**src/rtl/cpu_core_pkg.sv**
```systemverilog
// Shared definitions for the pipelined CPU core: default datapath widths and
// the hard-wired zero register address.
package cpu_core_pkg;

    localparam int DEF_DATA_WIDTH = 32;
    localparam int DEF_ADDR_WIDTH = 5;
    localparam int ZERO_REG       = 0;

endpackage

```
**src/rtl/reg_scoreboard.sv**
```systemverilog
// Pending-write scoreboard: one busy bit per register, set at issue, cleared at
// writeback or flush, with a registered population count of busy registers.
module reg_scoreboard
    import cpu_core_pkg::*;
#(
    parameter int ADDR_WIDTH = DEF_ADDR_WIDTH
) (
    input  logic                       clk,
    input  logic                       rst,
    input  logic                       wen,
    input  logic [ADDR_WIDTH-1:0]      waddr,
    input  logic                       iss_valid,
    input  logic [ADDR_WIDTH-1:0]      iss_addr,
    input  logic                       flush,
    output logic [(2**ADDR_WIDTH)-1:0] busy,
    output logic [ADDR_WIDTH:0]        busy_cnt
);

    localparam int DEPTH = 2**ADDR_WIDTH;
    localparam logic [ADDR_WIDTH-1:0] ZERO_ADDR = ADDR_WIDTH'(ZERO_REG);

    logic [DEPTH-1:0]  busy_nxt;
    logic [ADDR_WIDTH:0] cnt_nxt;

    // NOTE: combinational blocks use blocking assignments and assign every
    // output a default first, so later statements override and no latch forms.
    always_comb begin
        busy_nxt = flush ? '0 : busy;
        if (wen && waddr != ZERO_ADDR)
            busy_nxt[waddr] = 1'b0;
        // Issue is applied last so a new reservation beats writeback and flush.
        if (iss_valid && iss_addr != ZERO_ADDR)
            busy_nxt[iss_addr] = 1'b1;
        busy_nxt[0] = 1'b0;

        cnt_nxt = '0;
        for (int i = 1; i < DEPTH; i++)
            cnt_nxt = cnt_nxt + {{ADDR_WIDTH{1'b0}}, busy_nxt[i]};
    end

    always_ff @(posedge clk) begin
        if (rst) begin
            busy     <= '0;
            busy_cnt <= '0;
        end else begin
            busy     <= busy_nxt;
            busy_cnt <= cnt_nxt;
        end
    end

endmodule

```
**src/rtl/reg_file_mp_sb.sv**
```systemverilog
// Multi-read-port register file with optional write-to-read bypass and a
// pending-write scoreboard; register 0 reads as zero and has no storage.
module reg_file_mp_sb
    import cpu_core_pkg::*;
#(
    parameter int DATA_WIDTH = DEF_DATA_WIDTH,
    parameter int ADDR_WIDTH = DEF_ADDR_WIDTH,
    parameter int NUM_READ   = 2,
    parameter int BYPASS     = 1
) (
    input  logic                           clk,
    input  logic                           rst,
    input  logic [ADDR_WIDTH-1:0]          waddr,
    input  logic                           wen,
    input  logic [DATA_WIDTH-1:0]          wdata,
    input  logic [NUM_READ*ADDR_WIDTH-1:0] raddr,
    output logic [NUM_READ*DATA_WIDTH-1:0] rdata,
    output logic [NUM_READ-1:0]            rbusy,
    input  logic                           iss_valid,
    input  logic [ADDR_WIDTH-1:0]          iss_addr,
    input  logic                           flush,
    output logic [ADDR_WIDTH:0]            busy_cnt
);

    localparam int DEPTH = 2**ADDR_WIDTH;
    localparam logic [ADDR_WIDTH-1:0] ZERO_ADDR = ADDR_WIDTH'(ZERO_REG);

    logic [DATA_WIDTH-1:0] mem [1:DEPTH-1];
    logic [DEPTH-1:0]      busy;

    reg_scoreboard #(.ADDR_WIDTH(ADDR_WIDTH)) u_scoreboard (
        .clk      (clk),
        .rst      (rst),
        .wen      (wen),
        .waddr    (waddr),
        .iss_valid(iss_valid),
        .iss_addr (iss_addr),
        .flush    (flush),
        .busy     (busy),
        .busy_cnt (busy_cnt)
    );

    // NOTE: this array is deliberately reset because every register must read
    // zero after reset; that forces flops rather than a RAM macro.
    always_ff @(posedge clk) begin
        if (rst) begin
            for (int i = 1; i < DEPTH; i++)
                mem[i] <= '0;
        end else if (wen && waddr != ZERO_ADDR) begin
            mem[waddr] <= wdata;
        end
    end

    for (genvar p = 0; p < NUM_READ; p++) begin : g_read
        logic [ADDR_WIDTH-1:0] ra;
        logic                  fwd;
        logic [DATA_WIDTH-1:0] rd;
        logic                  rb;

        assign ra  = raddr[p*ADDR_WIDTH +: ADDR_WIDTH];
        assign fwd = (BYPASS != 0) && wen && (waddr == ra);

        always_comb begin
            rd = '0;
            rb = 1'b0;
            if (ra != ZERO_ADDR) begin
                if (fwd) begin
                    rd = wdata;
                end else begin
                    rd = mem[ra];
                    rb = busy[ra];
                end
            end
        end

        assign rdata[p*DATA_WIDTH +: DATA_WIDTH] = rd;
        assign rbusy[p]                          = rb;
    end

endmodule

```
**config.mk**
```make
export PLATFORM = sky130hd
export DESIGN_NAME = reg_file_mp_sb
export DESIGN_NICKNAME = d
export VERILOG_FILES = /design/src/rtl/cpu_core_pkg.sv /design/src/rtl/reg_scoreboard.sv /design/src/rtl/reg_file_mp_sb.sv
export SDC_FILE = /design/constraint.sdc
export NUM_CORES = 2
export LEC_CHECK = 0
export CORE_AREA = 5 5 490 492
export CTS_CLUSTER_DIAMETER = 120
export DETAILED_ROUTE_END_ITERATION = 12
export DIE_AREA = 0 0 495 497
export DONT_BUFFER_PORTS = 1
export PLACE_DENSITY = 0.36
export SYNTH_ARGS = -nofsm -noshare
export SYNTH_HDL_FRONTEND = slang
export SYNTH_SLANG_ARGS = --single-unit
```
**constraint.sdc**
```tcl
create_clock -name clk -period 15.3 [get_ports clk]
set_input_delay 3.06 -clock clk [delete_from_list [all_inputs] [get_ports clk]]
set_output_delay 3.06 -clock clk [all_outputs]
set_load 0.01 [all_outputs]
```
==> summary.md <==
| Metric | Value |
|---|---|
| Routed wire length | 263000 um |
| Final TNS setup | 0 ps |
| Row count | 178 |
| Root buf cell | clkbuf_16 |
| Failing checks | slew limit |
| WL met3 | 18550 um |
| Worst Setup Path Type | input port to primary output |
| Hold Fails Final Rpt | 0 |
| Worst-path clk slew | 60 ps |
| Worst skew pair latency | 790 ps |
| CP arrival | 6440 ps |
| Slew @ Worst Pin | 1784 ps |
| Vias per cell | 5.192 |
| Commonest non-fill, non-tap cell in the layout | edfxtp_1 |
| Port Buffers | 0 |
| Finished Layout Cells | 7211 |
| Yosys reg bits | 1061 |
| Synth Area in XOR/XNOR | 0.1795% |
| Synth cell types | 72 |
| Critical path launch point type | input port |
| Critical Path Start | raddr[5] |
| Mean Syn Cell Area | 14.19 um2 |
| Largest family of logic cells by synthesized area | multiplexers |
| Multi-input logic area | 0.02535 mm2 |
| Cell Area, Synth | 0.05856 mm2 |
| Hold-fix buffer count after cts | 0 |
| Drt wl/cell | 36.47 um |
| Inserted Clock Buffers | 136 |
| Commonest cells after routing, fill and taps aside | 1024 x edfxtp_1, 1002 x and2_1, 451 x mux4_2, 188 x mux2i_1, 143 x clkbuf_16 |
| Share of cells above drive strength 1 | 20.02% |
| Post-synth ARST share | 0% |
| NumNets Final | 4033 |
| Minimum period implied by the final worst setup slack | 9497 ps |
| RSZ-0062 raised after global routing | no |
| R2R Setup Slk | 10050 ps |
| Gr usage total | 20.95% |
| Via Count | 37440 |
| Final instance area | 0.06568 mm2 |
| Placed cell area | 0.06149 mm2 |
| Reg2reg end | u_scoreboard.busy_cnt[4] |
| GP Congestion | 0.7578 |
| I/O Pins | 129 |
| Largest net degree at the start of global routing | 321 |
| Post-synthesis adder-cell area fraction | 0.9786% |
| R2R Path Start | u_scoreboard.busy[2] |
| Post-CTS Resized | 0 |
| Synth Area in Compound Gates | 5.314% |
| Gr ovfl total | 0 |
| CTS tree | built |
| CTS max path bufs | 3 |
| Reg area | 0.03149 mm2 |
| Setup crit end | rdata[60] |
| Die height | 497 um |
| Worst hold slack | 630.0 ps |
| Synth-to-layout area growth | 12.16% |
| Simple-gate portion of the synthesized area | 14.61% |
| First-pass DRT Iterations | 5 |
| DR DRC count | 0 |
| Initial antenna violation count | 38 |
| Static leakage | 21.91 nW |
| Sequential element share of the synthesized area | 53.78% |
| Multiplexer share of the synthesized area | 21.35% |
| Power density cells | 111.6 mW/mm2 |
| Worst r2r path cells | 20 |
| Final setup viols | 0 |
| Initial core utilization | 24.95% |
| Setup Buffers After CTS | 0 |
| Peak VDD IR | 0.00006586 V |
| Worst EP required | 12240 ps |
| FILL cells | 23770 |
| Vias in the first global route | 37870 |
| Die area | 0.2460 mm2 |
| Top layer in use | met4 |
| Clock Skew | 4.526 ps |
| Core box area | 0.2347 mm2 |
| Critical Path Sink Type | primary output |
| Post-DRT Antenna Nets | 0 |
| Iter 0 DRT Violations | 4252 |
| Top_reg_cell synth | edfxtp_1 |
| Met2 WL | 120200 um |
| Slew margin rel. | -18.96% |
| First-pass GRT wire length | 353100 um |
| Horiz. Die Dim | 495 um |
| Hold Path Class | flop to flop |
| Final Cycle Share | 62.07% |
| Syn Inst Count | 4128 |
| MaxCap Viol Count | 0 |
| Peak Freq | 105.3 MHz |
| CP max FO | 277 |
| H-tree depth reported by CTS | 4 |
| Cells after DPL | 6956 |
| Post-synth EDFFs | 1024 |
| Hpwl dp | 138600 um |
| DRT met1 WL | 118100 um |
| Ys Warns | 0 |
| Clock Sinks | 1061 |
| Fin. max-slew vios | 140 |
| Status | finished with violations |
[layer usage]
metal / vias to the layer above / track usage (%)
li1: 15370 / -
met1: 20240 / 29.94
met2: 1522 / 32.90
met3: 307 / 3.906
met4: 0 / 4.953
met5: - / 0
[worst min-delay path by stage]
stage	slack, ps	cells past startpoint	end	start
after floorplan	530	2	u_scoreboard.busy[9]	u_scoreboard.busy[9]
after global placement	620	2	u_scoreboard.busy[9]	u_scoreboard.busy[9]
after detailed placement	630	2	u_scoreboard.busy[9]	u_scoreboard.busy[9]
after CTS	640	2	u_scoreboard.busy[9]	u_scoreboard.busy[9]
after global routing	720	2	u_scoreboard.busy[9]	u_scoreboard.busy[9]
final	630	2	u_scoreboard.busy[9]	u_scoreboard.busy[9]
[power by group]
part	internal [W]	switching [W]	leakage [nW]
combinational	0.000328	0.000439	9.83
clock	0.00181	0.00133	2.01
sequential	0.00335	0.0000812	10.1
total	0.00548	0.00185	21.9
[sequential cells by signal (all words and copies together), names as in the netlist]
signal,flops
mem,1024
u_scoreboard.busy,31
u_scoreboard.busy_cnt,6
[Yosys cell counts, drive strengths merged (17+ instances only)]
cell | n | area (um2)
a211oi | 62 | 465.5
a21oi | 74 | 370.4
a221o | 40 | 400.4
a221oi | 48 | 470.5
a22oi | 31 | 232.7
and2 | 1003 | 6275
buf | 144 | 1010
clkbuf | 283 | 1064
dfxtp | 37 | 740.7
edfxtp | 1024 | 30750
fa | 23 | 460.4
inv | 38 | 142.6
mux2 | 41 | 461.7
mux2i | 188 | 1882
mux4 | 451 | 10160
nand2 | 104 | 390.4
nand2b | 43 | 269.0
nand3 | 30 | 150.1
nor2 | 91 | 344.1
nor2b | 64 | 400.4
nor3 | 42 | 215.2
o21ai | 53 | 265.3
o22ai | 41 | 256.5
or2 | 17 | 106.4
[stage by stage]
stage	setup slack (ps)	power (W)	util [%]
after detailed placement	6271	0.004256	26.19
after CTS	6372	0.007401	27.95
final	5803	0.007330	27.98
after floorplan	6908	0.004023	-
after global placement	6350	0.004260	26.19
after global routing	5731	0.007564	27.95
[kinds of logic after synthesis]
kind of cell,count (synthesis)
and+or+nand+nor,1450
DFF,1061
muxes,680
buffers and inverters,466
AOI/OAI and AO/OA,426
adders and majority gates,32
xor gates and xnor gates,12
other,1
[cell type report]
class                      instances  share of cell area [%]
clock buffer                     176                   5.637
sequential                      1061                   47.94
antenna                           26                 0.09906
inverter                          39                  0.2248
multi-input combinational       2632                   38.60
tap                             3150                   6.001
timing repair buffer              74                  0.8458
clock inverter                    53                  0.6477
[worst max-delay path, cell delays in order]
cell     delay [ps]
xor2_1          400
nor4_2          450
nand3_2         110
buf_4           270
nor2_2         1010
a221o_1         610
(Power assumes the default switching activity.)
